--- src/rtl/ram_arbiter_pkg.sv ---
// ram_arbiter_pkg: shared widths, FSM states and port ids for the RAM arbiter
package ram_arbiter_pkg;
  localparam int DEF_DATA_W = 8;
  localparam int DEF_ADDR_W = 6;
  typedef enum logic [1:0] {IDLE = 2'd0, ACCESS = 2'd1, RESP = 2'd2} arb_state_t;
  typedef enum logic {PORT_A = 1'b0, PORT_B = 1'b1} port_t;
endpackage

--- src/rtl/ram_arbiter_rr_arb2.sv ---
// rr_arb2: combinational two-way round-robin pick; a tie goes to the port not granted last
module rr_arb2
  import ram_arbiter_pkg::*;
(
  input  logic  i_a_req,
  input  logic  i_b_req,
  input  port_t i_last_gnt,
  output logic  o_gnt_a,
  output logic  o_gnt_b
);
  assign o_gnt_a = i_a_req & (!i_b_req | (i_last_gnt == PORT_B));
  assign o_gnt_b = i_b_req & (!i_a_req | (i_last_gnt == PORT_A));
endmodule

--- src/rtl/ram_arbiter.sv ---
// ram_arbiter: shares a single-port RAM between requesters A and B, one 3-cycle transaction at a time
module ram_arbiter
  import ram_arbiter_pkg::*;
#(
  parameter int DATA_W = DEF_DATA_W,
  parameter int ADDR_W = DEF_ADDR_W
)
(
  input  logic              clk,
  input  logic              clr_n,
  input  logic              a_req,
  input  logic              a_we,
  input  logic [ADDR_W-1:0] a_addr,
  input  logic [DATA_W-1:0] a_wdata,
  output logic              a_ack,
  output logic [DATA_W-1:0] a_rdata,
  input  logic              b_req,
  input  logic              b_we,
  input  logic [ADDR_W-1:0] b_addr,
  input  logic [DATA_W-1:0] b_wdata,
  output logic              b_ack,
  output logic [DATA_W-1:0] b_rdata,
  output logic [ADDR_W-1:0] ram_addr,
  output logic [DATA_W-1:0] ram_wdata,
  output logic              ram_we,
  input  logic [DATA_W-1:0] ram_rdata,
  output logic              busy
);
  arb_state_t        r_state, w_next;
  port_t             r_last_gnt, r_gnt;
  logic              w_gnt_a, w_gnt_b, w_grant;
  logic              r_we;
  logic [ADDR_W-1:0] r_addr;
  logic [DATA_W-1:0] r_wdata, r_a_rdata, r_b_rdata;

  rr_arb2 u_rr (
    .i_a_req    (a_req),
    .i_b_req    (b_req),
    .i_last_gnt (r_last_gnt),
    .o_gnt_a    (w_gnt_a),
    .o_gnt_b    (w_gnt_b)
  );

  assign w_grant = w_gnt_a | w_gnt_b;

  always_ff @(posedge clk or negedge clr_n)
    if (!clr_n) r_state <= IDLE;
    else        r_state <= w_next;

  always_comb begin
    w_next = IDLE;
    w_next = (r_state == IDLE)   ? (w_grant ? ACCESS : IDLE) :
             (r_state == ACCESS) ? RESP : IDLE;
  end

  // read data is captured at the edge that ends ACCESS, while the RAM address is still stable
  always_ff @(posedge clk or negedge clr_n)
    if (!clr_n) begin
      r_last_gnt <= PORT_B;
      r_gnt      <= PORT_A;
      r_we       <= 1'b0;
      r_addr     <= '0;
      r_wdata    <= '0;
      r_a_rdata  <= '0;
      r_b_rdata  <= '0;
    end else begin
      if (r_state == IDLE && w_grant) begin
        r_addr     <= w_gnt_b ? b_addr : a_addr;
        r_wdata    <= w_gnt_b ? b_wdata : a_wdata;
        r_we       <= w_gnt_b ? b_we : a_we;
        r_last_gnt <= port_t'(w_gnt_b);
        r_gnt      <= port_t'(w_gnt_b);
      end
      if (r_state == ACCESS) begin
        r_we <= 1'b0;
        if (!r_we && r_gnt == PORT_A) r_a_rdata <= ram_rdata;
        if (!r_we && r_gnt == PORT_B) r_b_rdata <= ram_rdata;
      end
    end

  assign a_ack     = (r_state == RESP) && (r_gnt == PORT_A);
  assign b_ack     = (r_state == RESP) && (r_gnt == PORT_B);
  assign a_rdata   = r_a_rdata;
  assign b_rdata   = r_b_rdata;
  assign ram_addr  = r_addr;
  assign ram_wdata = r_wdata;
  assign ram_we    = r_we;
  assign busy      = (r_state == ACCESS) || (r_state == RESP);
endmodule

--- config.mk ---
export PLATFORM = sky130hd
export DESIGN_NAME = ram_arbiter
export DESIGN_NICKNAME = d
export VERILOG_FILES = /design/src/rtl/ram_arbiter_pkg.sv /design/src/rtl/ram_arbiter_rr_arb2.sv /design/src/rtl/ram_arbiter.sv
export SDC_FILE = /design/constraint.sdc
export NUM_CORES = 1
export LEC_CHECK = 0
export ABC_AREA = 1
export CORE_AREA = 2 2 66 74
export CTS_BUF_LIST = sky130_fd_sc_hd__clkbuf_2 sky130_fd_sc_hd__clkbuf_4 sky130_fd_sc_hd__clkbuf_8
export DETAILED_ROUTE_END_ITERATION = 10
export DIE_AREA = 0 0 68 76
export GPL_TIMING_DRIVEN = 0
export PLACE_DENSITY = 0.76
export SYNTH_ARGS = -nofsm -noshare
export SYNTH_HDL_FRONTEND = slang
export SYNTH_SLANG_ARGS = --single-unit
--- constraint.sdc ---
create_clock -name clk -period 1.39 [get_ports clk]
set_clock_uncertainty 0.05 [all_clocks]
set_input_delay 0.3475 -clock clk [delete_from_list [all_inputs] [get_ports clk]]
set_output_delay 0.3475 -clock clk [all_outputs]
set_load 0.005 [all_outputs]
; Word-level counts from Yosys, hierarchy flattened
; Cells that the tools add are included.
[word_totals]
ff_bits = 35
in_bits = 42
output_inout_bits = 34
[classes]
n_eq_ne = 2
mux = 8
bitwise = 7
n_reduce_logical = 13
[ops]
columns = operator, n
row1 = $mux W8, 1
row2 = $mux W6, 1
row3 = $logic_and A1 B1 Y1, 5
row4 = $mux W1, 4
row5 = $mux W2, 2
row6 = $reduce_and A2 Y1, 2
row7 = $logic_not A1 Y1, 3
row8 = $or A1 B1 Y1, 3
row9 = $and A1 B1 Y1, 2
row10 = $eq A2 B1 Y1 const B, 1
row11 = $eq A2 B2 Y1 const B, 1
row12 = $logic_not A2 Y1, 1
row13 = $not A1 Y1, 2
row14 = $reduce_bool A2 Y1, 1
row15 = $logic_or A1 B1 Y1, 1

; Longest topological paths before layout
; Gate-level depths: netlist of run 1.
[logic_depth]
depth_word = 7
depth_mapped = 7

; Modules after synthesis
; Synthesis of run 1 repeated with hierarchy kept, for this count alone.
[hier_totals]
cells_unflattened = 199
area_unflattened_um2 = 1636.6
[modules_own_cells]
columns = mod, n_inst, cells_each, area_per_inst_um2
row1 = ram_arbiter, 1, 195, 1609.0
row2 = rr_arb2, 1, 4, 27.5

; Least setup slack after synthesis of run 1
; Ideal clock, no wire load.
[synth_path]
kind = reg-to-reg
from = register r_state[1]
to = register r_b_rdata[6] (netlist: b_rdata[6])
arrival_ns = 1.108
required_time_ns = 1.209
slack_ns = 0.101
stages_incl_launch_ff = 7
period_less_slack_ns = 1.289
path_cell_list = dfrtp_1 -> inv_1 -> ha_1 -> nand3_1 -> clkbuf_1 -> nand2_1 -> o21ai_0
[synth_between]
elab_chain_len = 2
[synth_rtl]
columns = element, line_no
row1 = "start, declared", ram_arbiter.sv:29  ; arb_state_t r_state, w_next;
row2 = "start signal, assigned", ram_arbiter.sv:48  ; else r_state <= w_next;
row3 = $eq A2 B1 Y1, ram_arbiter.sv:74  ; if (r_state == ACCESS) begin
row4 = $reduce_and A2 Y1 (no line), --
row5 = "end signal, assigned", ram_arbiter.sv:77  ; if (!r_we && r_gnt == PORT_B) r_b_rdata <= ram_rdata;
row6 = "end, declared", ram_arbiter.sv:34  ; logic [DATA_W-1:0] r_wdata, r_a_rdata, r_b_rdata;
; No other way between the ends.
; A chain may end at the register's enable or synchronous reset.

; Worst setup path in the final report of run 1
[layout_path]
from = register r_state[1]
to = output port a_ack
[layout_between]
elab_chain_len = 2
[layout_rtl]
columns = element, line_no
row1 = $eq A2 B2 Y1, ram_arbiter.sv:81  ; assign a_ack = (r_state == RESP) && (r_gnt == PORT_A);
row2 = $logic_and A1 B1 Y1, ram_arbiter.sv:81
row3 = "end, declared", ram_arbiter.sv:15  ; output logic a_ack,
; No other way between the ends.

==> impl_metrics.py, run 1 <==
metrics = {
    "detailed_routing": {
        "avgViaCountPerCell": 4.43,
        "num_vias": 1541,
        "initialDrtViolationCount": 29,
        "wl_per_cell_um": 11.9,
        "wl_um": 4160,
        "antenna_left": 0,
        "route.detailed.drc": 0,
        "drt_first_pass_iters": 4,
    },
    "global_routing": {
        "grt_max_degree": 36,
        "antenna_found_initial": 0,
        "grt_pass1_wl_um": 6630,
        "grt.overflow.total": 0,
        "grt_usage_pct": 16.8,
        "grt_pass1_vias": 1418,
    },
    "place": {
        "post-place-ws_ns": -0.354,
        "hpwlAfterDp_um": 2900,
        "routabilityCongestion": 0.702,
        "portBuffers": 75,
    },
    "synth": {
        "yosysTopAreaCellShare_pct": 52.7,
        "netlist_instances": 198,
        "avgSynthCellArea_um2": 8.16,
        "yosysSeqAreaShare_pct": 54.3,
        "synthTopCellsByArea": "dfrtp_1, nand2_1, nand3_1",
        "synth_seq_cells": 35,
        "yosysWarnings": 0,
        "yosysUniqueCellTypes": 17,
        "yosysTopAreaCell": "dfrtp_1",
        "syn-num-nets": 243,
        "synth_area_um2": 1620,
    },
    "finish": {
        "area_growth_syn_to_layout_pct": 63.9,
        "multi_input_area_um2": 699,
        "ff_latch_area_um2": 877,
        "final_common_cell": "nand2_1",
        "final_cell_mix": "nand2_1, clkdlybuf4s50_1, dfrtp_1",
        "final_util_pct": 59.0,
        "finalNetCount": 336,
        "fill_cells": 432,
        "layout-drive-gt1-share_pct": 15.1,
        "antennaDiodeCount": 0,
    },
    "clocking": {
        "clock-root-buffer": "clkbuf_8",
        "cts_max_path_buffers": 2,
        "clkSinkCount": 35,
        "cts_buffers": 5,
        "path_clk_slew_ns": 0.07,
        "cts_tree": "built",
        "ctsHtreeMaxLevel": 2,
        "cts_hold_buf": 0,
        "insertion_delay_ns": 0.28,
    },
    "floorplanning": {
        "die_h_um": 76,
        "die_area_um2": 5170,
        "row_count": 26,
        "die_w_um": 68,
        "io_pins": 76,
        "start_util_pct": 36.0,
        "coreArea_um2": 4490,
    },
    "hold_path": {
        "min_path_type": "input port to asynchronous set/reset pin",
    },
    "sta": {
        "slew_viol_final": 0,
        "layout_setup_ws_ns": -0.158,
        "min_period_over_period_pct": 111,
        "clock.fmax_mhz": 646,
        "grt_setup_unrepaired": "true",
        "setup_violations": 3,
        "tightest_slew_ns": 0.768,
        "final.min_clock_period_ns": 1.55,
        "setup_tns_ns": -0.438,
        "relSlewSlack_pct": 48.8,
        "hold_violations": 0,
    },
    "outcome": {
        "failed_checks": "setup timing",
        "outcome": "finished with violations",
    },
    "pwr": {
        "ir_drop_mv": 0.842,
        "p_per_area_nw_per_um2": 1880,
        "total_leakage_power_nw": 1.40,
    },
    "critical_path": {
        "path_class": "flip-flop to primary output",
        "start_kind": "flip-flop",
        "cp_max_fo": 2,
        "required_ns": 0.99,
        "worstSetupEndpointType": "primary output",
        "crit_arrival_ns": 1.15,
    },
    "job": {
        "maxCapViolCount": 0,
    },
}
-- sequential cells by signal, indices dropped and copies added, names as in the netlist --
signal and cells:
ram_we 1, ram_wdata 8, ram_addr 6, a_rdata 8
r_state 2, r_last_gnt 1, b_rdata 8, r_gnt 1
-- metal layers --
layer	track usage (%)	part of all wire [%]	wire, um
met5	0	0	0
met4	4.20	1.2	50
met3	7.09	9.2	383
met2	25.8	48	1980
met1	21.8	42	1740
-- power breakdown --
| group | total (mW) | switching (mW) | internal, mW | leakage [nW] |
|---|---|---|---|---|
| clock | 0.739 | 0.349 | 0.390 | 0.0491 |
| sequential | 1.79 | 0.261 | 1.53 | 0.431 |
| combinational | 2.44 | 1.16 | 1.28 | 0.923 |
-- cell usage after synthesis --
cell type  count
nand2_4        1
nand2_2        1
nor2_1         4
nand2_1       92
ha_1           3
clkbuf_1       1
nor2_4         1
buf_2          3
dfrtp_1       34
buf_4          3
buf_6          1
inv_1         16
o21ai_0       17
nand3_1       18
dfstp_2        1
o21ai_4        1
a21boi_0       1
-- per-stage QoR --
| stage | total power [mW] | instances | hold WS, ns | instance area, um^2 |
|---|---|---|---|---|
| after CTS | 4.93 | 347 | 0.102 | 2610 |
| after floorplan | 2.78 | 198 | 0.00191 | 1620 |
| final | 4.96 | 348 | 0.0880 | 2650 |
| after global routing | 5.42 | 348 | 0.146 | 2650 |
| after detailed placement | 4.14 | 329 | 0.418 | 2430 |
| after global placement | 4.10 | 329 | 0.408 | 2440 |
-- worst paths after layout --
| kind | slack [ns] | cells past startpoint | end | start |
|---|---|---|---|---|
| setup / recovery | -0.16 | 5 | a_ack | r_state[1] |
| hold / removal | 0.09 | 1 | r_state[0] | clr_n |
| setup reg to reg | 0.08 | 7 | ram_wdata[4] | r_state[1] |
| hold reg to reg | 0.43 | 2 | ram_addr[0] | ram_addr[0] |
| max in group asynchronous | 0.71 | 1 | ram_wdata[3] | clr_n |
| min in group clk | 0.43 | 2 | ram_addr[0] | ram_addr[0] |
-- repair_timing --
item | in CTS | in global routing
pin swaps | 2 | 1
resized for setup | 59 | 13
setup endpoints to repair | 62 | 30
cloned | 0 | 2
buffers inserted | 10 | 0
-- logic make-up (layout without fill, tap and decap cells) --
logic type / count (synthesis) / count (layout) / synth area share (%)
simple gates: 117 / 118 / 29.7
buf+inv: 24 / 117 / 6.97
flops: 35 / 35 / 54.3
compound gates: 19 / 19 / 6.74
fa+ha+maj: 3 / 3 / 2.32
-- cell type report --
type	instances	share of cell area [%]
timing repair buffer	86	29.6
multi-input combinational	140	26.4
clock buffer	7	3.17
buffer	7	2.46
sequential	35	33.1
tap	56	2.65
clock inverter	1	0.189
inverter	16	2.41
-- worst max-delay path, stage by stage, from the launching register on --
cell and delay (ns):
dfrtp_1 0.40, buf_6 0.13, ha_4 0.15, inv_1 0.04, nor2_1 0.03, buf_2 0.12
Power figures use the tool's default switching activity.
==> run 2, diff against run 1 <==
--- a/config.mk
+++ b/config.mk
@@ -12,6 +12,7 @@
 export DIE_AREA = 0 0 68 76
 export GPL_TIMING_DRIVEN = 0
 export PLACE_DENSITY = 0.76
+export RECOVER_POWER = 25
 export SYNTH_ARGS = -nofsm -noshare
 export SYNTH_HDL_FRONTEND = slang
 export SYNTH_SLANG_ARGS = --single-unit
==> constraint.sdc (replaced) <==
create_clock -name clk -period 1.39 [get_ports clk]
set_clock_uncertainty 0.05 [all_clocks]
set_input_delay 0.3475 -clock clk [delete_from_list [all_inputs] [get_ports clk]]
set_output_delay 0.3475 -clock clk [all_outputs]
set_load 0.01 [all_outputs]
==> run 2 against run 1 <==
Net effect:
- the flow still finishes with violations (setup timing)
- power grew 11%
- sequential share of layout area is 1.8 points lower
- clock-buffer cell count unchanged
- first-iteration DRC count up 66%
- critical path depth did not move
- clock power is 1% higher
- via count grew 2.9%
- critical path type unchanged
- design area is 5.8% higher
- largest cell class is now buffers
- maximum frequency rose by 0.13%
==> impl_metrics.py, run 2 (synthesis results as in run 1) <==
metrics = {
    "outcome": {
        "outcome": "finished with violations",
        "failed_checks": "setup timing",
    },
    "floorplanning": {
        "die_area_um2": 5170,
        "row_count": 26,
        "die_w_um": 68,
        "start_util_pct": 36.0,
        "die_h_um": 76,
        "io_pins": 76,
        "coreArea_um2": 4490,
    },
    "global_routing": {
        "antenna_found_initial": 0,
        "grt.overflow.total": 0,
        "grt_pass1_vias": 1409,
        "grt_pass1_wl_um": 6500,
        "grt_usage_pct": 16.5,
        "grt_max_degree": 36,
    },
    "sta": {
        "hold_ws_ns": 0.112,
        "setup_violations": 3,
        "clock.fmax_mhz": 647,
        "layout_setup_ws_ns": -0.156,
        "hold_violations": 0,
        "final.min_clock_period_ns": 1.55,
        "tightest_slew_ns": 0.854,
        "min_period_over_period_pct": 111,
        "grt_setup_unrepaired": "true",
        "slew_viol_final": 0,
        "setup_tns_ns": -0.409,
        "relSlewSlack_pct": 43.1,
    },
    "critical_path": {
        "reg2reg_setup_slack_ns": 0.01,
        "critPathLaunch": "r_state[0]",
        "setup.worst_path.end": "a_ack",
        "start_kind": "flip-flop",
        "required_ns": 0.99,
        "reg2reg_to": "b_rdata[7]",
        "r2r-start": "r_state[1]",
        "cp_max_fo": 2,
        "r2r_cells": 7,
        "path_class": "flip-flop to primary output",
        "worstSetupEndpointType": "primary output",
        "crit_arrival_ns": 1.15,
    },
    "detailed_routing": {
        "initialDrtViolationCount": 48,
        "route.detailed.drc": 0,
        "antenna_left": 0,
        "wl_um": 4510,
        "wl_per_cell_um": 12.9,
        "num_vias": 1585,
        "drt_first_pass_iters": 4,
        "avgViaCountPerCell": 4.53,
    },
    "hold_path": {
        "min_path_type": "input port to asynchronous set/reset pin",
    },
    "finish": {
        "finalNetCount": 338,
        "final_cell_mix": "nand2_1, clkdlybuf4s50_1, dfrtp_1",
        "final_cells": 350,
        "stdcell_area_um2": 2800,
        "area_growth_syn_to_layout_pct": 73.4,
        "layout-drive-gt1-share_pct": 23.8,
        "antennaDiodeCount": 0,
        "final_common_cell": "nand2_1",
    },
    "clocking": {
        "cts_buffers": 5,
        "ctsHtreeMaxLevel": 2,
        "cts_tree": "built",
        "path_clk_slew_ns": 0.07,
        "cts_max_path_buffers": 2,
        "insertion_delay_ns": 0.28,
        "clock-root-buffer": "clkbuf_8",
        "clkSinkCount": 35,
    },
    "place": {
        "portBuffers": 75,
        "post-place-ws_ns": -0.354,
        "dp_cells": 329,
        "hpwlAfterDp_um": 2900,
        "routabilityCongestion": 0.702,
        "placed_cell_area_um2": 2430,
    },
    "job": {
        "maxCapViolCount": 0,
    },
    "pwr": {
        "ir_drop_mv": 1.11,
        "total_leakage_power_nw": 1.43,
        "p_per_area_nw_per_um2": 1970,
    },
}
## run 2: report_power, final
part	internal, mW	switching [mW]	total (mW)
combinational	1.46	1.46	2.92
clock	0.391	0.360	0.750
sequential	1.53	0.330	1.86
## run 2: critical path, cell delays in order, from the launching register on
cell     delay, ns
dfrtp_1       0.40
inv_2         0.10
ha_4          0.13
inv_1         0.03
nor2_1        0.07
buf_2         0.13
## run 2: through the flow
stage | total power [mW] | utilization, %
finish | 5.52 | 62.4
global placement | 4.29 | 54.3
CTS | 4.99 | 56.9
global route | 5.97 | 62.4
floorplan | 2.97 | -
detailed placement | 4.33 | 54.2
## run 2: layout make-up
type	instances	area, um^2
timing repair buffer	87	842
fill	402	1690
inverter	16	60.1
clock inverter	1	5.00
buffer	8	80.1
sequential	35	877
multi-input combinational	140	783
clock buffer	7	83.8
tap	56	70.1
## run 2: worst min-delay path by stage
stage              endpoint  slack, ns
2_1_floorplan    a_rdata[0]      0.002
3_5_place_dp     a_rdata[6]       0.42
3_3_place_gp     r_last_gnt       0.41
4_1_cts          a_rdata[4]       0.10
6_report         b_rdata[6]       0.11
5_1_grt        ram_wdata[1]       0.19
## run 2: repair_timing
item / in CTS / in global routing
cloned: 0 / 4
buffers inserted: 1 / 8
pin swaps: 2 / 2
endpoints found under the setup margin: 62 / 37
hold buffers: 0 / 0
gates resized for setup: 62 / 74
## run 2: layer usage
layer  GRT usage (%)  vias to the layer above  wire, um
met5               0                        -         0
met4            4.20                        0        38
met3            7.09                        4       392
met2            25.9                       51      2310
met1            20.8                      725      1770
li1                -                      805         -
